===== src/rtl/jpeg_pkg.sv =====
// Shared definitions for the JPEG entropy-coder output path: packer FSM
// state encodings, byte constants used by the stuffing logic, and the
// width of the code-length field.
package jpeg_pkg;

  localparam int CODE_LEN_W = 6;

  // Packer FSM encodings (kept as plain constants for legacy tools).
  localparam logic [1:0] S_RUN   = 2'd0;
  localparam logic [1:0] S_PAD   = 2'd1;
  localparam logic [1:0] S_DRAIN = 2'd2;
  localparam logic [1:0] S_DONE  = 2'd3;

  typedef logic [1:0] bsw_state_t;

  localparam logic [7:0] JPEG_STUFF_BYTE    = 8'h00;
  localparam logic [7:0] JPEG_MARKER_PREFIX = 8'hFF;

  // A data byte equal to the marker prefix must be followed by a stuff byte
  // so the decoder never mistakes entropy data for a marker.
  function automatic logic is_marker_prefix(input logic [7:0] b);
    return (b == JPEG_MARKER_PREFIX);
  endfunction

endpackage


===== src/rtl/jpeg_bsw_out_slot.sv =====
// Output byte register for the bitstream writer. Holds one byte under
// valid/ready, takes new data from the accumulator when the slot frees up,
// and inserts a 0x00 stuff byte after every 0xFF it has emitted.
//
// Handshake: a byte transfers on a clock edge where byte_valid_o and
// byte_ready_i are both high; while byte_valid_o is high and byte_ready_i is
// low, byte_out_o and byte_valid_o hold their values.
module jpeg_bsw_out_slot
  import jpeg_pkg::*;
(
  input  logic       clk,
  input  logic       rst_n,
  input  logic       data_avail_i,    // accumulator holds a full byte
  input  logic [7:0] data_i,          // top byte of the accumulator
  input  logic       clear_stuff_i,   // end-of-scan clean-up
  input  logic       byte_ready_i,
  output logic       data_take_o,     // accumulator byte consumed this cycle
  output logic       slot_free_o,
  output logic       stuff_pending_o,
  output logic [7:0] byte_out_o,
  output logic       byte_valid_o
);

  logic [7:0] data_q, data_d;
  logic       valid_q, valid_d;
  logic       stuff_q, stuff_d;

  assign slot_free_o     = !valid_q || byte_ready_i;
  // Stuffing has priority, so no accumulator byte is taken while it waits.
  assign data_take_o     = slot_free_o && !stuff_q && data_avail_i;
  assign stuff_pending_o = stuff_q;
  assign byte_out_o      = data_q;
  assign byte_valid_o    = valid_q;

  // Next-state selection: stuff byte first, then accumulator data, else empty.
  always_comb begin
    data_d  = data_q;
    valid_d = valid_q;
    stuff_d = stuff_q;
    if (slot_free_o) begin
      if (stuff_q) begin
        data_d  = JPEG_STUFF_BYTE;
        valid_d = 1'b1;
        stuff_d = 1'b0;
      end else if (data_avail_i) begin
        data_d  = data_i;
        valid_d = 1'b1;
        stuff_d = is_marker_prefix(data_i);
      end else begin
        valid_d = 1'b0;
      end
    end
    if (clear_stuff_i) begin
      stuff_d = 1'b0;
    end
  end

  // Slot registers; reset drops byte_valid immediately.
  always_ff @(posedge clk or negedge rst_n) begin
    if (!rst_n) begin
      data_q  <= 8'h00;
      valid_q <= 1'b0;
      stuff_q <= 1'b0;
    end else begin
      data_q  <= data_d;
      valid_q <= valid_d;
      stuff_q <= stuff_d;
    end
  end

endmodule


===== src/rtl/jpeg_bitstream_writer.sv =====
// JPEG entropy-coder bit packer. Appends variable-length code words (MSB
// first) into an MSB-aligned accumulator and emits bytes with 0xFF/0x00
// stuffing. A beat with code_last pads the final partial byte with 1s,
// drains everything and pulses flush_done.
//
// Optional: define JPEG_BSW_BYTE_COUNT_EN to add the byte_count output, a
// count of all accepted output bytes (stuff bytes included) that clears at
// the end of each flushed scan.
//
// Input handshake: a beat transfers on a clock edge where code_valid and
// code_ready are both high. code_ready is registered and only asserted when
// a maximum-length code is guaranteed to fit.
module jpeg_bitstream_writer
  import jpeg_pkg::*;
#(
  parameter int MAX_CODE_LEN = 32,
  parameter int ACC_W        = 40
) (
  input  logic                    clk,
  input  logic                    rst_n,
  input  logic [MAX_CODE_LEN-1:0] code_bits,
  input  logic [CODE_LEN_W-1:0]   code_len,
  input  logic                    code_last,
  input  logic                    code_valid,
  output logic                    code_ready,
  output logic [7:0]              byte_out,
  output logic                    byte_valid,
  input  logic                    byte_ready,
  output logic                    flush_done,
`ifdef JPEG_BSW_BYTE_COUNT_EN
  output logic [31:0]             byte_count,
`endif
  output logic [1:0]              dbg_state
);

  localparam int FILL_W = $clog2(ACC_W + 1);
  localparam logic [FILL_W-1:0] FILL_BYTE  = FILL_W'(8);
  localparam logic [FILL_W-1:0] FILL_ROUND = FILL_W'(7);
  // Largest fill at which a MAX_CODE_LEN word still fits.
  localparam logic [FILL_W-1:0] FILL_LIMIT = FILL_W'(ACC_W - MAX_CODE_LEN);

  bsw_state_t        state_q, state_d;
  logic [ACC_W-1:0]  acc_q, acc_d;
  logic [FILL_W-1:0] fill_q, fill_d;
  logic              code_ready_q, code_ready_d;

  logic              accept;
  logic [FILL_W-1:0] len_c;
  logic [ACC_W-1:0]  code_aligned;
  logic [ACC_W-1:0]  ins_bits;
  logic [ACC_W-1:0]  acc_shift;
  logic [FILL_W-1:0] fill_base;
  logic [FILL_W-1:0] fill_round;
  logic [ACC_W-1:0]  pad_mask;

  logic              data_avail;
  logic              data_take;
  logic              slot_free;
  logic              stuff_pending;
  logic              clear_stuff;

  assign accept      = code_valid && code_ready_q;
  assign code_ready  = code_ready_q;
  assign flush_done  = (state_q == S_DONE);
  assign clear_stuff = (state_q == S_DONE);
  assign dbg_state   = state_q;

  // Clamp oversize lengths; left-justify the code so bits at or above the
  // length fall off the top, then drop it just below the current fill.
  always_comb begin
    if (int'(code_len) > MAX_CODE_LEN) begin
      len_c = FILL_W'(MAX_CODE_LEN);
    end else begin
      len_c = FILL_W'(code_len);
    end
    code_aligned = {{(ACC_W-MAX_CODE_LEN){1'b0}}, code_bits} << (ACC_W - int'(len_c));
    ins_bits     = code_aligned >> fill_base;
  end

  // Accumulator bytes are only offered while running or draining; the pad
  // cycle rewrites the low bits and must not race a byte pop.
  assign data_avail = ((state_q == S_RUN) || (state_q == S_DRAIN)) && (fill_q >= FILL_BYTE);
  assign acc_shift  = data_take ? (acc_q << 8) : acc_q;
  assign fill_base  = data_take ? (fill_q - FILL_BYTE) : fill_q;

  // Pad with 1s from the current fill up to the next byte boundary.
  assign fill_round = (fill_q + FILL_ROUND) & ~FILL_ROUND;
  assign pad_mask   = ({ACC_W{1'b1}} >> fill_q) & ~({ACC_W{1'b1}} >> fill_round);

  // Packer FSM and accumulator next state.
  always_comb begin
    state_d = state_q;
    acc_d   = acc_shift;
    fill_d  = fill_base;
    case (state_q)
      S_RUN: begin
        if (accept) begin
          acc_d  = acc_shift | ins_bits;
          fill_d = fill_base + len_c;
          if (code_last) begin
            state_d = S_PAD;
          end
        end
      end
      S_PAD: begin
        acc_d   = acc_q | pad_mask;
        fill_d  = fill_round;
        state_d = S_DRAIN;
      end
      S_DRAIN: begin
        if ((fill_q == '0) && !stuff_pending && slot_free) begin
          state_d = S_DONE;
        end
      end
      S_DONE: begin
        state_d = S_RUN;
      end
      default: begin
        state_d = S_RUN;
      end
    endcase
    code_ready_d = (state_d == S_RUN) && (fill_d <= FILL_LIMIT);
  end

  // State, accumulator and registered ready decision.
  always_ff @(posedge clk or negedge rst_n) begin
    if (!rst_n) begin
      state_q      <= S_RUN;
      acc_q        <= '0;
      fill_q       <= '0;
      code_ready_q <= 1'b0;
    end else begin
      state_q      <= state_d;
      acc_q        <= acc_d;
      fill_q       <= fill_d;
      code_ready_q <= code_ready_d;
    end
  end

  jpeg_bsw_out_slot u_out_slot (
    .clk             (clk),
    .rst_n           (rst_n),
    .data_avail_i    (data_avail),
    .data_i          (acc_q[ACC_W-1 -: 8]),
    .clear_stuff_i   (clear_stuff),
    .byte_ready_i    (byte_ready),
    .data_take_o     (data_take),
    .slot_free_o     (slot_free),
    .stuff_pending_o (stuff_pending),
    .byte_out_o      (byte_out),
    .byte_valid_o    (byte_valid)
  );

`ifdef JPEG_BSW_BYTE_COUNT_EN
  logic [31:0] byte_count_q;

  // Count every transferred output byte; restart at the end of each scan.
  always_ff @(posedge clk or negedge rst_n) begin
    if (!rst_n) begin
      byte_count_q <= 32'd0;
    end else if (state_q == S_DONE) begin
      byte_count_q <= 32'd0;
    end else if (byte_valid && byte_ready) begin
      byte_count_q <= byte_count_q + 32'd1;
    end
  end

  assign byte_count = byte_count_q;
`endif

endmodule


===== config.mk =====
export PLATFORM = sky130hd
export DESIGN_NAME = jpeg_bitstream_writer
export DESIGN_NICKNAME = d
export VERILOG_FILES = /design/src/rtl/jpeg_pkg.sv /design/src/rtl/jpeg_bsw_out_slot.sv /design/src/rtl/jpeg_bitstream_writer.sv
export SDC_FILE = /design/constraint.sdc
export NUM_CORES = 1
export LEC_CHECK = 0
export CORE_MARGIN = 4
export CORE_UTILIZATION = 50
export CTS_CLUSTER_SIZE = 40
export DETAILED_ROUTE_END_ITERATION = 10
export PLACE_DENSITY = 0.7
export SLEW_MARGIN = 40
export SYNTH_ARGS = -nofsm -noshare
export SYNTH_HDL_FRONTEND = slang
export SYNTH_SLANG_ARGS = --single-unit

===== constraint.sdc =====
create_clock -name clk -period 4.31 [get_ports clk]
set_input_delay 0.431 -clock clk [delete_from_list [all_inputs] [get_ports clk]]
set_output_delay 0.431 -clock clk [all_outputs]
set_load 0.03 [all_outputs]

==> impl_metrics.toml <==
[timing]
slew_headroom = 0.456
setup_ws_ns = 0.0727
setup_viol_count_final = 0
fin_crit_sh = 0.983
tns_ns = 0
min_period_ns = 4.24
clock_skew_ns = 0.00763
hold_viol = 0
drv_slew = 0
worst_pin_slew_ns = 0.813
fmax_mhz = 236
rsz0062_at_grt = "no"

[synth]
synthArstFlopShare = 1.00
synthDistinctLibCells = 82
synth_flop_cell = "dfrtp_1"
synth_area_per_cell_um2 = 7.93
syn-instance-count = 1115
syn_area_um2 = 8840
synth-seq-cells = 59
synth_nets = 1175
ys_seq_area_frac = 0.167
synth_edf_count = 0
yosysWarnings = 0

[detailed_routing]
wl_per_cell_um = 25.4
drc = 0
first_iter_violations = 1601
via_count = 10900
ant_nets = 0
drtPass1Iterations = 9
wirelength_um = 39100
vias_per_cell = 7.07

[power]
p_total_mw = 8.86
power.leakage_nw = 4.92
power.density_nw_per_um2 = 766
peakVddDrop_v = 0.000718

[critical_path]
worstPathBufferInverterCount = 4
rrSetupSlack_ns = 0.82
cp_slowest_cell = "mux4_2"
cp.required_ns = 4.58
cp.arrival_ns = 4.51
start_kind = "input pin"
path_max_fanout = 13
critPathTopFamily = "multiplexers"
cp-end-kind = "flop"
critPathMaxStageDelay_ns = 0.50
worstPathCellList = "clkdlybuf4s50_1 -> nand2_1 -> ha_4 -> buf_4 -> clkbuf_16 -> mux2i_1 -> buf_4 -> mux4_2 -> a22oi_1 -> nand3_1 -> mux4_2 -> a211oi_2 -> o22ai_1 -> mux2_2 -> o21ai_1"
path_class = "input pin to flop"

[cells_and_area]
drive_above_1_share = 0.284
final_common_cell = "buf_4"
nets = 1371
layout_common_cells = "214 x buf_4, 110 x nand2_1, 101 x nor2_1"
n_antenna_cell = 0
syn2layout_area_growth_pct = 30.8

[grt]
antenna_found_initial = 0
grt_pass1_vias = 10400
gr-usage-all-layers = 0.384
grt_max_degree = 46
grt_pass1_wl_um = 60200
overflow = 0

[die]
dieArea_um2 = 19900
coreArea_um2 = 17300
num_rows = 48
die_y_um = 141
die_width_um = 141
io_pins = 56
start_util = 0.511

[placed_design]
port_buffers = 55
hpwl_um = 30100
place_congestion = 1.06
dp_slack_ns = -0.480

[clock_network]
cts_num_sinks = 59
htree_levels = 3
clock-root-buffer = "clkbuf_16"
cts_tree = "built"
insertion_delay_ns = 0.34
clock_path_buffers = 2
clk_pin_slew_ns = 0.06
numCtsBuffers = 9

[min_path]
hp-class = "flop to flop"

[run_status]
outcome = "finished, final reports clean"

[flow_run]
drv_cap = 0
-- logic make-up after synthesis --
| logic type | share of synthesized area |
|---|---|
| AO/OA/AOI/OAI | 0.319 |
| AND/OR/NAND/NOR | 0.189 |
| multiplexers | 0.231 |
| buffers and inverters | 0.0566 |
| flip-flops | 0.167 |
| adder cells (fa/ha/maj) | 0.0249 |
| XOR/XNOR | 0.0129 |
-- Yosys cell counts (11+ instances only) --
master    count  share of area
dfrtp_1      59           0.17
a22o_1       13          0.013
buf_1        12         0.0051
nor2_1      102          0.043
a221oi_1     16          0.016
and3_1       15          0.011
nand3_1      38          0.022
mux2i_1      68          0.077
o221ai_1     19          0.019
nand2_1     110          0.047
ha_1         16          0.023
mux2_2       41          0.052
o21ai_0      69          0.039
a31oi_1      19          0.013
inv_1        20         0.0085
a21o_1       15          0.013
mux4_2       40           0.10
nor3_1       25          0.014
o211ai_1     16          0.014
a22oi_1      19          0.016
and2_1       11         0.0078
o22ai_1      24          0.017
buf_2        13         0.0074
clkbuf_1     62          0.026
o31ai_1      11         0.0093
a21oi_1      76          0.043
-- stage by stage --
step | hold WS, ns | util | cell area, um^2 | cells
detailed placement | 0.357 | 0.633 | 11000 | 1516
global route | 0.531 | 0.669 | 11600 | 1541
global placement | 0.347 | 0.633 | 11000 | 1516
CTS | 0.500 | 0.653 | 11300 | 1533
floorplan | 0.135 | - | 8840 | 1115
finish | 0.501 | 0.669 | 11600 | 1541
-- worst paths after layout --
check | from | depth (start not counted) | endpoint
min in group asynchronous | rst_n | 2 | dbg_state[1]
max reg2reg | dbg_state[0] | 14 | code_ready
min reg2reg | u_out_slot.byte_out_o[5] | 1 | u_out_slot.byte_out_o[5]
max | code_len[1] | 15 | acc_q[20]
min | u_out_slot.byte_out_o[5] | 1 | u_out_slot.byte_out_o[5]
max in group asynchronous | rst_n | 3 | acc_q[26]
-- area by class of cell --
type | instances | area [um^2]
Sequential cell | 59 | 1480
Multi-Input combinational cell | 939 | 7060
Tap cell | 225 | 282
Fill cell | 1479 | 5730
Clock inverter | 6 | 65.1
Inverter | 22 | 82.6
Clock buffer | 10 | 239
Timing Repair Buffer | 280 | 2360
-- where the power goes --
group	switching (mW)	leakage, nW	internal, mW
sequential	0.231	0.741	0.811
combinational	4.27	4.03	2.81
clock	0.279	0.148	0.463
total	4.78	4.92	4.08
-- layer usage --
| metal | track usage | up-vias | wire length (um) |
|---|---|---|---|
| li1 | - | 4760 | - |
| met1 | 0.511 | 5124 | 14900 |
| met2 | 0.591 | 807 | 17200 |
| met3 | 0.0987 | 199 | 4900 |
| met4 | 0.165 | 0 | 2140 |
| met5 | 0 | - | 0 |
-- sequential cells by signal, summed over array words and instances, names as in the netlist --
register	flops
dbg_state	2
u_out_slot.stuff_pending_o	1
u_out_slot.byte_out_o	8
acc_q	40
u_out_slot.byte_valid_o	1
fill_q	6
code_ready	1
-- repair_timing --
action,CTS,global route
hold buffers,1,0
pin swaps,0,5
endpoints found under the hold margin,5,0
gates resized for setup,4,35
gates cloned,0,2
buffers inserted,0,6
endpoints found under the setup margin,21,30
No activity file was read; power rests on OpenSTA's default activity.
